File: config.mk
export PLATFORM = sky130hd
export DESIGN_NAME = soc_top
export DESIGN_NICKNAME = d
export VERILOG_FILES = /design/src/rtl/soc_pkg.sv /design/src/rtl/soc_uart.sv /design/src/rtl/soc_top.sv
export SDC_FILE = /design/constraint.sdc
export NUM_CORES = 1
export LEC_CHECK = 0
export ABC_AREA = 1
export BUFFER_PORTS_ARGS = -buffer_cell sky130_fd_sc_hd__buf_2
export CORE_ASPECT_RATIO = 0.8
export CORE_MARGIN = 10
export CORE_UTILIZATION = 40
export CTS_BUF_LIST = sky130_fd_sc_hd__clkbuf_16
export CTS_CLUSTER_DIAMETER = 150
export DETAILED_ROUTE_END_ITERATION = 16
export GPL_TIMING_DRIVEN = 0
export MAX_ROUTING_LAYER = met4
export PLACE_DENSITY = 0.57
export SLEW_MARGIN = 20
export SYNTH_ARGS = -nofsm -noshare
export SYNTH_HDL_FRONTEND = slang
export SYNTH_HIERARCHICAL = 1
export SYNTH_SLANG_ARGS = --single-unit
File: constraint.sdc
create_clock -name clk -period 6.4 [get_ports clk]
set_input_delay 0.32 -clock clk [delete_from_list [all_inputs] [get_ports clk]]
set_output_delay 0.32 -clock clk [all_outputs]
set_load 0.01 [all_outputs]
File: src/rtl/soc_pkg.sv
// rtl/soc_pkg.sv - shared opcodes, reply codes, command FSM states and helpers for soc_top
package soc_pkg;

    localparam logic [7:0] OP_GPIO_SET = 8'h47;
    localparam logic [7:0] OP_GPIO_OUT = 8'h4F;
    localparam logic [7:0] OP_GPIO_IN  = 8'h49;
    localparam logic [7:0] OP_PDM      = 8'h50;

    localparam logic [7:0] RSP_ACK = 8'h4B;
    localparam logic [7:0] RSP_ERR = 8'h3F;

    typedef enum logic [2:0] {
        ST_IDLE,
        ST_ARG1,
        ST_ARG2,
        ST_RESP,
        ST_WAIT_TX
    } cmd_state_e;

    function automatic logic [7:0] sat_u8(input logic [31:0] v);
        return (v > 32'd255) ? 8'hFF : v[7:0];
    endfunction

endpackage

File: src/rtl/soc_uart.sv
// rtl/soc_uart.sv - 8N1 UART receiver/transmitter pair, CLKS_PER_BIT clocks per bit
module soc_uart #(
    parameter int CLKS_PER_BIT = 50
) (
    input  logic       clk,
    input  logic       reset,
    input  logic       uart_rx,
    output logic       uart_tx,
    output logic [7:0] rx_tdata,
    output logic       rx_tvalid,
    input  logic [7:0] tx_tdata,
    input  logic       tx_tvalid,
    output logic       tx_tready
);
    localparam int CW = $clog2(CLKS_PER_BIT + 1);
    localparam logic [CW-1:0] BIT_END  = CW'(CLKS_PER_BIT - 1);
    localparam logic [CW-1:0] HALF_END = CW'(CLKS_PER_BIT / 2 - 1);

    typedef enum logic [1:0] {RX_IDLE, RX_START, RX_DATA, RX_STOP} rx_state_e;

    logic          rx_meta_q, rx_sync_q, rx_prev_q;
    rx_state_e     rx_state_q, rx_state_d;
    logic [CW-1:0] rx_cnt_q, rx_cnt_d;
    logic [2:0]    rx_bit_q, rx_bit_d;
    logic [7:0]    rx_shift_q, rx_shift_d;
    logic          rx_valid_q, rx_valid_d;

    logic          tx_busy_q, tx_busy_d;
    logic [CW-1:0] tx_cnt_q, tx_cnt_d;
    logic [3:0]    tx_bit_q, tx_bit_d;
    logic [8:0]    tx_frame_q, tx_frame_d;
    logic          uart_tx_q, uart_tx_d;

    always_comb begin
        rx_state_d = rx_state_q;
        rx_cnt_d   = rx_cnt_q + CW'(1);
        rx_bit_d   = rx_bit_q;
        rx_shift_d = rx_shift_q;
        rx_valid_d = 1'b0;
        case (rx_state_q)
            RX_IDLE: begin
                rx_cnt_d = '0;
                if (rx_prev_q && !rx_sync_q) rx_state_d = RX_START;
            end
            RX_START: if (rx_cnt_q == HALF_END) begin
                // A start bit that has gone high again by mid-bit was a glitch.
                rx_cnt_d   = '0;
                rx_bit_d   = '0;
                rx_state_d = rx_sync_q ? RX_IDLE : RX_DATA;
            end
            RX_DATA: if (rx_cnt_q == BIT_END) begin
                rx_cnt_d   = '0;
                rx_shift_d = {rx_sync_q, rx_shift_q[7:1]};
                rx_bit_d   = rx_bit_q + 3'd1;
                if (rx_bit_q == 3'd7) rx_state_d = RX_STOP;
            end
            RX_STOP: if (rx_cnt_q == BIT_END) begin
                rx_valid_d = rx_sync_q;
                rx_state_d = RX_IDLE;
            end
            default: rx_state_d = RX_IDLE;
        endcase
    end

    always_comb begin
        tx_busy_d  = tx_busy_q;
        tx_cnt_d   = tx_cnt_q + CW'(1);
        tx_bit_d   = tx_bit_q;
        tx_frame_d = tx_frame_q;
        uart_tx_d  = uart_tx_q;
        if (!tx_busy_q) begin
            tx_cnt_d = '0;
            if (tx_tvalid) begin
                tx_busy_d  = 1'b1;
                tx_frame_d = {1'b1, tx_tdata};
                tx_bit_d   = '0;
                uart_tx_d  = 1'b0;
            end
        end else if (tx_cnt_q == BIT_END) begin
            tx_cnt_d = '0;
            if (tx_bit_q == 4'd9) begin
                tx_busy_d = 1'b0;
                uart_tx_d = 1'b1;
            end else begin
                uart_tx_d  = tx_frame_q[0];
                tx_frame_d = {1'b1, tx_frame_q[8:1]};
                tx_bit_d   = tx_bit_q + 4'd1;
            end
        end
    end

    always_ff @(posedge clk) begin
        if (!reset) begin
            rx_meta_q  <= 1'b1;
            rx_sync_q  <= 1'b1;
            rx_prev_q  <= 1'b1;
            rx_state_q <= RX_IDLE;
            rx_cnt_q   <= '0;
            rx_bit_q   <= '0;
            rx_shift_q <= '0;
            rx_valid_q <= 1'b0;
            tx_busy_q  <= 1'b0;
            tx_cnt_q   <= '0;
            tx_bit_q   <= '0;
            tx_frame_q <= '1;
            uart_tx_q  <= 1'b1;
        end else begin
            rx_meta_q  <= uart_rx;
            rx_sync_q  <= rx_meta_q;
            rx_prev_q  <= rx_sync_q;
            rx_state_q <= rx_state_d;
            rx_cnt_q   <= rx_cnt_d;
            rx_bit_q   <= rx_bit_d;
            rx_shift_q <= rx_shift_d;
            rx_valid_q <= rx_valid_d;
            tx_busy_q  <= tx_busy_d;
            tx_cnt_q   <= tx_cnt_d;
            tx_bit_q   <= tx_bit_d;
            tx_frame_q <= tx_frame_d;
            uart_tx_q  <= uart_tx_d;
        end
    end

    assign rx_tdata  = rx_shift_q;
    assign rx_tvalid = rx_valid_q;
    assign tx_tready = !tx_busy_q;
    assign uart_tx   = uart_tx_q;

endmodule

File: src/rtl/soc_top.sv
// rtl/soc_top.sv - UART-controlled GPIO/PDM SoC shell; define SOC_PDM_EN to include the PDM meter
module soc_top #(
    parameter int CLKS_PER_BIT    = 50,
    parameter int PDM_WINDOW_LOG2 = 8
) (
    input  logic        clk,
    input  logic        reset,
    input  logic        clk_pdm,
    input  logic        pdm_input,
    input  logic [31:0] gpio_i,
    output logic [31:0] gpio_o,
    output logic        uart_tx,
    input  logic        uart_rx
);
    import soc_pkg::*;

    logic [7:0]  rx_tdata;
    logic        rx_tvalid, tx_tready, tx_tvalid;
    logic [7:0]  pdm_level;

    cmd_state_e  state_q, state_d;
    logic [7:0]  op_q, op_d, resp_q, resp_d;
    logic [1:0]  idx_q, idx_d;
    logic [31:0] gpio_q, gpio_d, gpio_meta_q, gpio_sync_q;

    soc_uart #(.CLKS_PER_BIT(CLKS_PER_BIT)) u_uart (
        .clk       (clk),
        .reset     (reset),
        .uart_rx   (uart_rx),
        .uart_tx   (uart_tx),
        .rx_tdata  (rx_tdata),
        .rx_tvalid (rx_tvalid),
        .tx_tdata  (resp_q),
        .tx_tvalid (tx_tvalid),
        .tx_tready (tx_tready)
    );

    always_comb begin
        state_d = state_q;
        op_d    = op_q;
        idx_d   = idx_q;
        resp_d  = resp_q;
        gpio_d  = gpio_q;
        case (state_q)
            ST_IDLE: if (rx_tvalid) begin
                op_d = rx_tdata;
                case (rx_tdata)
                    OP_GPIO_SET, OP_GPIO_OUT, OP_GPIO_IN: state_d = ST_ARG1;
                    OP_PDM: begin
                        resp_d  = pdm_level;
                        state_d = ST_RESP;
                    end
                    default: begin
                        resp_d  = RSP_ERR;
                        state_d = ST_RESP;
                    end
                endcase
            end
            ST_ARG1: if (rx_tvalid) begin
                idx_d = rx_tdata[1:0];
                case (op_q)
                    OP_GPIO_SET: state_d = ST_ARG2;
                    OP_GPIO_OUT: begin
                        resp_d  = gpio_q[{rx_tdata[1:0], 3'b000} +: 8];
                        state_d = ST_RESP;
                    end
                    default: begin
                        resp_d  = gpio_sync_q[{rx_tdata[1:0], 3'b000} +: 8];
                        state_d = ST_RESP;
                    end
                endcase
            end
            ST_ARG2: if (rx_tvalid) begin
                gpio_d[{idx_q, 3'b000} +: 8] = rx_tdata;
                resp_d  = RSP_ACK;
                state_d = ST_RESP;
            end
            ST_RESP:    state_d = ST_WAIT_TX;
            ST_WAIT_TX: if (tx_tready) state_d = ST_IDLE;
            default:    state_d = ST_IDLE;
        endcase
    end

    always_ff @(posedge clk) begin
        if (!reset) begin
            state_q     <= ST_IDLE;
            op_q        <= '0;
            idx_q       <= '0;
            resp_q      <= '0;
            gpio_q      <= '0;
            gpio_meta_q <= '0;
            gpio_sync_q <= '0;
        end else begin
            state_q     <= state_d;
            op_q        <= op_d;
            idx_q       <= idx_d;
            resp_q      <= resp_d;
            gpio_q      <= gpio_d;
            gpio_meta_q <= gpio_i;
            gpio_sync_q <= gpio_meta_q;
        end
    end

    assign tx_tvalid = (state_q == ST_WAIT_TX);
    assign gpio_o    = gpio_q;

`ifdef SOC_PDM_EN
    localparam int PCW = PDM_WINDOW_LOG2 + 1;

    logic                       pdm_clk_meta_q, pdm_clk_sync_q, pdm_clk_prev_q;
    logic                       pdm_dat_meta_q, pdm_dat_sync_q;
    logic [PDM_WINDOW_LOG2-1:0] pdm_samp_q, pdm_samp_d;
    logic [PCW-1:0]             pdm_cnt_q, pdm_cnt_d, pdm_sum;
    logic [7:0]                 pdm_level_q, pdm_level_d;

    // The window's last sample is folded into the published level.
    always_comb begin
        pdm_samp_d  = pdm_samp_q;
        pdm_cnt_d   = pdm_cnt_q;
        pdm_level_d = pdm_level_q;
        pdm_sum     = pdm_cnt_q + PCW'(pdm_dat_sync_q);
        if (pdm_clk_sync_q && !pdm_clk_prev_q) begin
            pdm_samp_d = pdm_samp_q + 1'b1;
            if (&pdm_samp_q) begin
                pdm_cnt_d   = '0;
                pdm_level_d = sat_u8(32'(pdm_sum));
            end else begin
                pdm_cnt_d = pdm_sum;
            end
        end
    end

    always_ff @(posedge clk) begin
        if (!reset) begin
            pdm_clk_meta_q <= 1'b0;
            pdm_clk_sync_q <= 1'b0;
            pdm_clk_prev_q <= 1'b0;
            pdm_dat_meta_q <= 1'b0;
            pdm_dat_sync_q <= 1'b0;
            pdm_samp_q     <= '0;
            pdm_cnt_q      <= '0;
            pdm_level_q    <= '0;
        end else begin
            pdm_clk_meta_q <= clk_pdm;
            pdm_clk_sync_q <= pdm_clk_meta_q;
            pdm_clk_prev_q <= pdm_clk_sync_q;
            pdm_dat_meta_q <= pdm_input;
            pdm_dat_sync_q <= pdm_dat_meta_q;
            pdm_samp_q     <= pdm_samp_d;
            pdm_cnt_q      <= pdm_cnt_d;
            pdm_level_q    <= pdm_level_d;
        end
    end

    assign pdm_level = pdm_level_q;
`else
    logic unused_pdm;
    assign unused_pdm = clk_pdm ^ pdm_input;
    assign pdm_level  = 8'h00;
`endif

endmodule

Yosys cells after proc, flatten, opt, wreduce, memory -nomap -nowiden
Index checks and enable logic that the tools add are counted.
- register bits: 161
- word-level logic and storage cells: 125
- output and inout port bits: 33
- shift operators: 4
- add/sub/neg operators: 5
- mux-type cells: 43
- reductions and logical operators: 20
- eq/ne operators: 31
- bitwise gates (word level): 2
- operator list (operator ; number):
    32-bit by 6-bit indexed part select with 8-bit output ; 2
    8-bit by 7-bit == test with 1-bit output, second input constant ; 6
    9-bit two-way mux ; 4
    32-bit bitwise mux ; 1
    8-bit one-hot mux with 2 select lines ; 2
    8-bit by 7-bit variable shift with 32-bit output, first input constant ; 1
    8-bit by 7-bit indexed part select with 32-bit output ; 1
    8-bit two-way mux ; 3
    8-bit one-hot mux with 3 select lines ; 1
    3-bit two-way mux ; 6
    6-bit one-hot mux with 3 select lines ; 1
    4-bit two-way mux ; 4
    2-bit by 1-bit inequality test with 1-bit output, second input constant ; 8
    3-bit one-hot mux with 5 select lines ; 1
    2-bit two-way mux ; 7
    6-bit by 1-bit adder with 6-bit output, second input constant ; 2
    6-bit == test, second input constant ; 2
    6-bit two-way mux ; 2
    2-bit inequality test, second input constant ; 5
    2-bit AND reduction ; 5
    1-bit two-way mux ; 9
    3-bit AND reduction ; 3
    2-bit one-hot mux with 4 select lines ; 1
    5-bit negation with 7-bit output ; 1
    other kinds (21) ; 27

Depth between registers and ports, before layout
Gate-level depths: netlist of the first run.
- word-level depth: 5
- mapped depth: 11

Cells and area by module
The synthesis of the first run kept the hierarchy.
- by module, submodules not included (module ; times used ; area an instance (um2) ; cells each):
    soc_top ; 1 ; 4837.1 ; 682
    soc_uart ; 1 ; 2001.9 ; 266

Worst setup path after synthesis of the first run
No wires, ideal clock.
- kind: flip-flop to flip-flop
- from: register idx_q[0]
- to: register gpio_q[24] (netlist: gpio_o[24])
- stages on the path, launching flop included: 8
- path buffers: 2
- required time: 6.330 ns
- path slack: 4.393 ns
- arrival: 1.938 ns
- setup time: 0.070 ns
- period minus slack after synthesis: 2.007 ns
- path through: dfxtp_1 buf_2 inv_1 ha_1 or2_2 clkbuf_1 or3_2 a21oi_1
- word-level cells in the longest chain between the ends: 3
- elaborated cells on any way between the ends: 4
- those cells by class: add/sub (1); shift (2); mux (1)
- RTL lines (element ; line ; text):
    start, declared ; soc_top.sv:23 ; logic [1:0] idx_q, idx_d;
    start signal, assigned ; soc_top.sv:96 ; idx_q <= idx_d;
    5-bit negation with 7-bit output (*) ; soc_top.sv:74 ; gpio_d[{idx_q, 3'b000} +: 8] = rx_tdata;
    8-bit by 7-bit indexed part select with 32-bit output or 8-bit by 7-bit variable shift with 32-bit output (tied branches) ; soc_top.sv:74 ;
    32-bit bitwise mux (*) ; soc_top.sv:74 ;
    end signal, assigned ; soc_top.sv:98 ; gpio_q <= gpio_d;
    end, declared ; soc_top.sv:24 ; logic [31:0] gpio_q, gpio_d, gpio_meta_q, gpio_sync_q;
Every way passes the cells marked *; elsewhere a longest branch is shown, timed or not.
A chain may end at the register's enable or synchronous reset.

Worst setup path after layout of the first run
- from: register idx_q[0]
- to: register gpio_q[18] (netlist: gpio_o[18])
The elaborated chain is that of the path after synthesis.

==> flow_metrics.tcl, run 1 <==
set metrics [dict create \
    status "finished clean" \
    powerDensity_nw_per_um2 265 \
    dr.pass1.iters 5 \
    setup_viol 0 \
    seq_area_frac_synth 0.468 \
    syn-num-nets 999 \
    grt-busiest-layer "met2" \
    ys_top_cells_by_area "dfxtp_1, nand2_1, inv_1" \
    post_route_cells_drive_above_1_share 0.157 \
    cap_viol_max_count 0 \
    grt_overflow 0 \
    clkTransAtPathRegs_ps 70 \
    grtUsageMet2 0.234 \
    finalWirelength_mm 16.9 \
    dieArea_sq_um 22800 \
    place_hpwl_mm 12.8 \
    netlist-cell-type-count 38 \
    hold_class "in -> reg" \
    wl_per_cell_microns 13.4 \
    fin_tns_setup_ps 0 \
    syn_inst 948 \
    cts_resized 0 \
    relSlewSlack 0.546 \
    core-area_sq_um 16700 \
    die_w_microns 166 \
    p_leak_uw 0.00387 \
    min_period_over_period 0.355 \
    cts_setup_buffers 0 \
    grt_usage 0.155 \
    path_buf_inv 5 \
    period_minus_slack_ps 2270 \
    skew_ps 5.71 \
    cpMaxStageDelayCell "dfxtp_1" \
    syn_area_sq_um 6840 \
    dieHeight_microns 137 \
    grt_max_degree 19 \
    ys_warn_count 6 \
    antenna_found_initial 0 \
    slowest_delay_ps 410 \
    clock-sinks 160 \
    drc_errors 0 \
    met3_usage 0.0341 \
    cp-end-kind "flip-flop" \
    cts-root-buf "clkbuf_16" \
    fillers 1704 \
    final_hold_viol_count 0 \
    clockBufferDepth 2 \
    cts_buffers 17 \
    synth_seq_cells 160 \
    final_nets 1085 \
    postSynthAreaPerCell_sq_um 7.21 \
    critPathLaunchType "flip-flop" \
    tightest_slew_ps 678 \
    h-tree-depth 4 \
    cts_tree "yes" \
    crit_required_ps 6770 \
    cts_hold_buf 0 \
    via_per_inst 4.61 \
    min_from "gpio_i[17]" \
    path_class "reg -> reg" \
    yosys.cell_count.top_type "nand2_1" \
    drtIter0Drc 457 \
    syn_to_final_growth_pct 17.6 \
    antenna_cells 0 \
    grtUsageMet1 0.198 \
    worstPathArrival_ps 2640 \
    async_flop_share 0 \
    hold_depth 3 \
    via_count 5843 \
    boundaryPins 70 \
    crit_family "buffers and inverters" \
    ys.flop_type "dfxtp_1" \
    r2r-end "gpio_o[18]" \
    max_freq_ghz 0.441 \
    ant_nets 0 \
    num_rows 42 \
    first_global_vias 5517 \
    peakVddDrop_uv 168 \
    path_cells "buf_2 > inv_1 > ha_1 > inv_1 > nor2_1 > clkinv_1 > nor2_1 > inv_1 > nor3_1 > a21oi_1 > nor2_1" \
    critPathMaxFanout 10 \
    reg2reg_from "idx_q[0]" \
    slew_violations 0 \
    yosys.area.top_type "dfxtp_1" \
    reg2reg_setup_slack_ps 4130 \
    final_core_util 0.483 \
    synth.top_cell.area_share 0.468 \
    grt_first_pass_wirelength_mm 27.6 \
    rsz0062_at_grt "false" \
    port_buffers 67 \
    initial_core_util 0.411 \
    clkLatencyLatePin_ps 430 \
    synth_edf_count 0 \
    gp_congestion 0.874 \
    ff2ff_path_depth 11 \
    hold_end "gpio_meta_q[17]" \
    ys_top_cells_by_count "nand2_1, dfxtp_1, inv_1" \
]
[placed cells by master, fill, tap and decap left out, types with 8 or more instances in the layout]
cell	instances
nand2_1	275
dfxtp_1	160
inv_1	124
nor2_1	86
buf_2	79
nand3_1	78
a21oi_1	64
nor3_1	20
o21ai_0	19
clkbuf_16	17
clkbuf_1	15
ha_1	14
buf_4	8
[worst reg2reg max path, delay by kind of cell, from the launching register on]
family | cells | cell delay [ps]
AOI/OAI and AO/OA | 1 | 70
adders and majority gates | 1 | 320
buffers and inverters | 5 | 750
DFF | 1 | 410
and+or+nand+nor | 4 | 660
[final cells by class]
| type | instances | area (sq um) | area share |
|---|---|---|---|
| inverters | 132 | 500 | 0.0622 |
| flip-flops and latches | 160 | 3200 | 0.398 |
| multi-input cells | 613 | 2880 | 0.359 |
| plain buffers | 43 | 251 | 0.0313 |
| clock inverters | 15 | 165 | 0.0205 |
| well taps | 220 | 275 | 0.0342 |
| repair buffers | 67 | 335 | 0.0417 |
| clock buffers | 17 | 425 | 0.0529 |
[flip-flops by register name (all words and copies together) (netlist names), 3 cells and up, named ones only]
name,count
u_uart/rx_tdata,8
u_uart/tx_bit_q,4
gpio_meta_q,32
state_q,3
gpio_sync_q,32
u_uart/rx_cnt_q,6
op_q,8
resp_q,8
gpio_o,32
u_uart/tx_frame_q,8
u_uart/tx_cnt_q,6
u_uart/rx_bit_q,3
[cells by family (layout without fill, tap and decap cells)]
kind of cell	after synthesis	after routing	synth area share
AND/OR/NAND/NOR	496	496	0.313
XOR/XNOR	8	8	0.0102
buffers and inverters	175	274	0.110
AO/OA/AOI/OAI	95	95	0.0732
adder cells (fa/ha/maj)	14	14	0.0256
flip-flops	160	160	0.468
[per-layer routing]
metal,vias up,share of wire
met5,-,0
met4,0,0.023
met3,25,0.042
met2,121,0.42
met1,2589,0.51
li1,3108,-
[where the power goes]
| group | total (uW) | switching [uW] | internal (uW) |
|---|---|---|---|
| logic | 99.3 | 60.5 | 38.8 |
| registers | 1040 | 13.5 | 1020 |
| clock network | 994 | 469 | 525 |
| total | 2130 | 543 | 1590 |
[worst max-delay path by stage]
| stage | end | from | slack, ps | cells after the start |
|---|---|---|---|---|
| global route | gpio_o[21] | idx_q[0] | 3900 | 11 |
| finish | gpio_o[18] | idx_q[0] | 4130 | 11 |
| global placement | gpio_o[24] | idx_q[0] | 4170 | 7 |
| detailed placement | gpio_o[18] | idx_q[0] | 4200 | 11 |
| CTS | gpio_o[24] | idx_q[0] | 4180 | 7 |
| floorplan | gpio_o[24] | idx_q[0] | 4390 | 7 |
[stage by stage]
step / power, uW / std cells / hold WS (ps) / setup slack (ps) / instance area, sq um
2_1_floorplan: 1130 / 948 / 390 / 4390 / 6840
3_3_place_gp: 1160 / 1235 / 393 / 4170 / 7450
3_5_place_dp: 1160 / 1235 / 395 / 4200 / 7450
4_1_cts: 2160 / 1267 / 46.3 / 4180 / 8040
5_1_grt: 2220 / 1267 / 49.0 / 3900 / 8040
6_report: 2130 / 1267 / 65.0 / 4130 / 8040
(Power assumes the default switching activity.)
==> run 2, diff against run 1 <==
Settings changed: ABC_AREA 1 to 0, PLACE_DENSITY 0.57 to 0.59.
Clock period 6.4 ns to 1.8 ns, I/O delays scaled along.
==> flow_metrics.tcl, run 2 <==
set metrics [dict create \
    yosys.area.top_type "dfxtp_1" \
    dieHeight_microns 135 \
    first_global_vias 5644 \
    gp_congestion 0.852 \
    grt_overflow 0 \
    critPathLaunchType "flip-flop" \
    post-place-ws_ps -591 \
    cap_viol_max_count 0 \
    grt-busiest-layer "met2" \
    postSynthAreaPerCell_sq_um 9.39 \
    final_area_sq_um 8900 \
    hold_class "in -> reg" \
    muxShareOfSynthArea 0.0393 \
    skew_ps 10.1 \
    ant_nets 0 \
    ys_top_cells_by_count "dfxtp_1, nand2_1, and2_1" \
    min_from "reset" \
    synth.top_cell.area_share 0.487 \
    slew_violations 0 \
    syn_area_sq_um 6580 \
    cts-root-buf "clkbuf_16" \
    placed_area_sq_um 7200 \
    crit_required_ps 2120 \
    grt_first_pass_wirelength_mm 29.6 \
    yosys.cell_count.top_type "dfxtp_1" \
    final_hold_viol_count 0 \
    path_buf_inv 1 \
    syn_to_final_growth_pct 35.2 \
    layout_common_cells "dfxtp_1, nand2_1, buf_2" \
    yosys.area_share.xor_xnor 0.0146 \
    finalPower_uw 7570 \
    netlist-cell-type-count 61 \
    async_flop_share 0 \
    path_class "reg -> reg" \
    ys.flop_type "dfxtp_1" \
    cp-end-kind "flip-flop" \
    dieArea_sq_um 22000 \
    num_rows 41 \
    multi_input_area_sq_um 3600 \
    finalWirelength_mm 18.8 \
    initial_core_util 0.413 \
    path_cells "or4b_4 > buf_8 > nor2_4 > nor2_4 > or3_1 > a32o_1" \
    place_hpwl_mm 13.1 \
    drtIter0Drc 323 \
    boundaryPins 70 \
    violations "negative setup slack" \
    final-seq-area_sq_um 3220 \
    ys_top_cells_by_area "dfxtp_1, and2_1, a21boi_1" \
    dr.pass1.iters 4 \
    grt_max_degree 19 \
    met3_usage 0.0453 \
    grtUsageMet2 0.272 \
    synth-compound-area-share 0.134 \
    cts_tree "yes" \
    fillers 1398 \
    powerDensity_nw_per_um2 850 \
    drc_errors 0 \
    via_per_inst 5.21 \
    crit_family "simple AND/OR/NAND/NOR gates" \
    reg2reg_from "op_q[5]" \
    die_w_microns 163 \
    synth_seq_cells 160 \
    ys_warn_count 6 \
    setup_viol 8 \
    max_freq_ghz 0.506 \
    grt_usage 0.176 \
    clkLatencyLatePin_ps 430 \
    clock-sinks 160 \
    status "complete, but fails checks" \
    grtUsageMet1 0.222 \
    port_buffers 67 \
    relSlewSlack 0.505 \
    setup_slack_ps -177 \
    synth_top_family_by_area "simple AND/OR/NAND/NOR gates" \
    worstPathArrival_ps 2290 \
    p_leak_uw 0.00352 \
    cpMaxStageDelayCell "or4b_4" \
    antenna_found_initial 0 \
    antenna_cells 0 \
    wl_per_cell_microns 17.5 \
    critPathMaxFanout 6 \
    cts_buffers 17 \
    worstSetupStartpoint "op_q[5]" \
    synth_fa_ha_area_frac 0.0266 \
    syn_inst 701 \
    post_route_cells_drive_above_1_share 0.275 \
    via_count 5595 \
    seq_area_frac_synth 0.487 \
    synth_edf_count 0 \
    min_period_over_period 1.10 \
    rsz0062_at_grt "true" \
    slowest_delay_ps 540 \
    final_nets 896 \
    core-area_sq_um 16000 \
    final_common_cell "dfxtp_1" \
    clkTransAtPathRegs_ps 70 \
    period_minus_slack_ps 1980 \
    tightest_slew_ps 737 \
    h-tree-depth 4 \
    clockBufferDepth 2 \
    peakVddDrop_uv 663 \
    syn-num-nets 752 \
    synthSimpleGateAreaFrac 0.266 \
    fin_tns_setup_ps -785 \
    critical_path.most_common_cell "nor2_4" \
]
[run 2: worst reg2reg max path, cell delays in order (launching register included)]
cell and delay, ps:
dfxtp_4 360, or4b_4 540, buf_8 160, nor2_4 120
nor2_4 70, or3_1 370, a32o_1 260
[run 2: logic make-up after synthesis]
kind of cell / Yosys count
AOI/OAI and AO/OA: 117
adders and majority gates: 14
muxes: 25
xor gates and xnor gates: 11
DFF: 160
buffers and inverters: 52
and+or+nand+nor: 322
[run 2: final cells by class]
class	count	share of cell area
buffer	41	0.0295
clock buffer	17	0.0478
clock inverter	15	0.0207
inverter	11	0.00506
multi-input combinational	489	0.405
sequential	160	0.362
tap	215	0.0302
timing repair buffer	125	0.0998
[run 2: metal layers]
| layer | vias up | wire [microns] |
|---|---|---|
| li1 | 2733 | - |
| met1 | 2682 | 8850 |
| met2 | 154 | 8730 |
| met3 | 26 | 886 |
| met4 | 0 | 351 |
| met5 | - | 0 |
[run 2: metrics by stage]
stage / cells / util / hold WS (ps)
final: 1073 / 0.558 / 55.8
after global routing: 1073 / 0.558 / 71.2
after CTS: 1062 / 0.540 / 43.7
after detailed placement: 983 / 0.451 / 285
after global placement: 983 / 0.451 / 278
after floorplan: 701 / - / 185
[run 2: timing repair]
action | in CTS | in global routing
cloned | 2 | 1
endpoints found under the setup margin | 40 | 64
buffers inserted | 11 | 10
pin swaps | 21 | 9
gates resized for setup | 91 | 49
endpoints found under the hold margin | 34 | 0
hold buffers | 34 | 0
[run 2: power by group]
| group | internal, uW | total (uW) | switching, uW |
|---|---|---|---|
| logic | 142 | 242 | 101 |
| registers | 3600 | 3630 | 23.2 |
| clock network | 2010 | 3700 | 1690 |
[run 2: worst paths after layout]
| path | end | slack (ps) | cells past startpoint |
|---|---|---|---|
| max | resp_q[2] | -180 | 6 |
| min | u_uart/tx_bit_q[3] | 60 | 3 |
| max reg2reg | resp_q[2] | -180 | 6 |
| min reg2reg | u_uart/rx_sync_q | 410 | 1 |
==> run 3, diff against run 2 <==
Settings changed: ABC_AREA 0 to 1, CORE_UTILIZATION 40 to 53, PLACE_DENSITY 0.59 to 0.75.
==> flow_metrics.tcl, run 3 (synthesis gave the netlist of run 1 again) <==
set metrics [dict create \
    status "finished clean" \
    wl_per_cell_microns 13.9 \
    core-area_sq_um 12700 \
    clockBufferDepth 2 \
    cts_tree "yes" \
    cpMaxStageDelayCell "or3_2" \
    tightest_slew_ps 619 \
    final-seq-area_sq_um 3210 \
    clkTransAtPathRegs_ps 70 \
    via_count 6239 \
    cts_buffers 17 \
    syn_to_final_growth_pct 22.8 \
    internal-power_uw 5700 \
    antenna_found_initial 0 \
    worstPathArrival_ps 2110 \
    dr.pass1.iters 6 \
    cp-end-kind "flip-flop" \
    cap_viol_max_count 0 \
    slew_violations 0 \
    via_per_inst 4.97 \
    hold_class "in -> reg" \
    clkLatencyLatePin_ps 440 \
    path_cells "buf_6 > inv_2 > ha_4 > or2_4 > or3_2 > a21oi_2" \
    period_minus_slack_ps 1730 \
    h-tree-depth 4 \
    peakVddDrop_uv 670 \
    p_sw_uw 1970 \
    grt_max_degree 19 \
    post_route_cells_drive_above_1_share 0.171 \
    layout_common_cells "nand2_1, dfxtp_1, inv_1" \
    fillers 1087 \
    antenna_cells 0 \
    fin_cells 1256 \
    cts-root-buf "clkbuf_16" \
    num_rows 37 \
    dieArea_sq_um 17900 \
    die_w_microns 147 \
    seqPwrFrac 0.482 \
    max_freq_ghz 0.577 \
    setup_viol 0 \
    critPathMaxFanout 10 \
    switching_share 0.256 \
    placed_area_sq_um 7410 \
    final_nets 1119 \
    clock-sinks 160 \
    initial_core_util 0.537 \
    skew_ps 11.2 \
    path_class "reg -> reg" \
    first_global_vias 5906 \
    dp_cells 1190 \
    rsz0062_at_grt "true" \
    finalWirelength_mm 17.4 \
    boundaryPins 70 \
    p_leak_uw 0.00402 \
    clkPwrFrac 0.464 \
    gp_congestion 0.925 \
    relSlewSlack 0.587 \
    grt_overflow 0 \
    grt_usage 0.200 \
    min_period_over_period 0.963 \
    multi_input_area_sq_um 2940 \
    p_comb_frac 0.054 \
    port_buffers 67 \
    crit_family "simple AND/OR/NAND/NOR gates" \
    drc_errors 0 \
    dieHeight_microns 122 \
    critPathLaunchType "flip-flop" \
    final_hold_viol_count 0 \
    whs_ps 68.3 \
    slowest_delay_ps 510 \
    final_area_sq_um 8400 \
    ant_nets 0 \
    final_common_cell "nand2_1" \
    reg2reg_setup_slack_ps 70 \
    place_hpwl_mm 12.1 \
    grt_first_pass_wirelength_mm 28.0 \
    drtIter0Drc 402 \
    powerDensity_nw_per_um2 913 \
    path_buf_inv 2 \
    crit_required_ps 2170 \
]
[run 3: cell types whose count changed in the layout (fill, tap and decap cells not counted), sizes merged, moves of 22 or more]
cell,before,now
and2,69,0
nor2,30,93
and3,22,0
inv,21,139
nand3,54,81
nand2,84,284
a21oi,3,67
a21boi,42,2
[run 3: power by group through the flow]
stage	clock network, uW	registers (uW)	logic (uW)
finish	3560	3690	416
global placement	0	3770	347
floorplan	0	3760	255
detailed placement	0	3770	355
CTS	3600	3690	412
global route	3760	3700	478
[run 3: layer usage]
metal / global-route usage / vias to the layer above / wire length (microns) / share of wire
met2: 0.313 / 219 / 7930 / 0.45
li1: - / 3179 / - / -
met5: - / - / 0 / 0
met4: 0.0890 / 0 / 480 / 0.028
met1: 0.242 / 2803 / 7820 / 0.45
met3: 0.0485 / 38 / 1210 / 0.069
[run 3: path summary, 6_finish.rpt]
path                                      start  depth (start not counted)                 end
worst max-delay path                   idx_q[0]                          6          gpio_o[26]
worst min-delay path                      reset                          3  u_uart/rx_tdata[0]
worst max register to register         idx_q[0]                          6          gpio_o[26]
worst min register to register  gpio_meta_q[21]                          2     gpio_sync_q[21]
[run 3: cell type report]
type / count / area share
Sequential cell: 160 / 0.382
Multi-Input combinational cell: 613 / 0.350
Timing Repair Buffer: 102 / 0.0810
Inverter: 132 / 0.0597
Clock buffer: 17 / 0.0507
Buffer: 42 / 0.0304
Tap cell: 175 / 0.0261
Clock inverter: 15 / 0.0201
[run 3: tightest hold or removal path, stage by stage]
cell	delay (ps)
buf_2	140
inv_1	170
a21oi_1	60
[run 3: repair_timing]
item                       in CTS  in global routing
setup endpoints to repair      14                 21
buffers inserted                1                  1
gates cloned                    0                  0
resized for setup               5                 13
hold buffers                   33                  0
hold endpoints to repair       33                  0
[run 3: metrics by stage]
stage	setup TNS (ps)	util	setup WS, ps	power [uW]
after floorplan	0	-	20.3	4010
after global placement	-1190	0.582	-134	4120
after detailed placement	-1430	0.582	-168	4130
after CTS	-79.4	0.656	-41.2	7700
after global routing	-37.6	0.660	-18.0	7940
final	0	0.660	66.2	7660
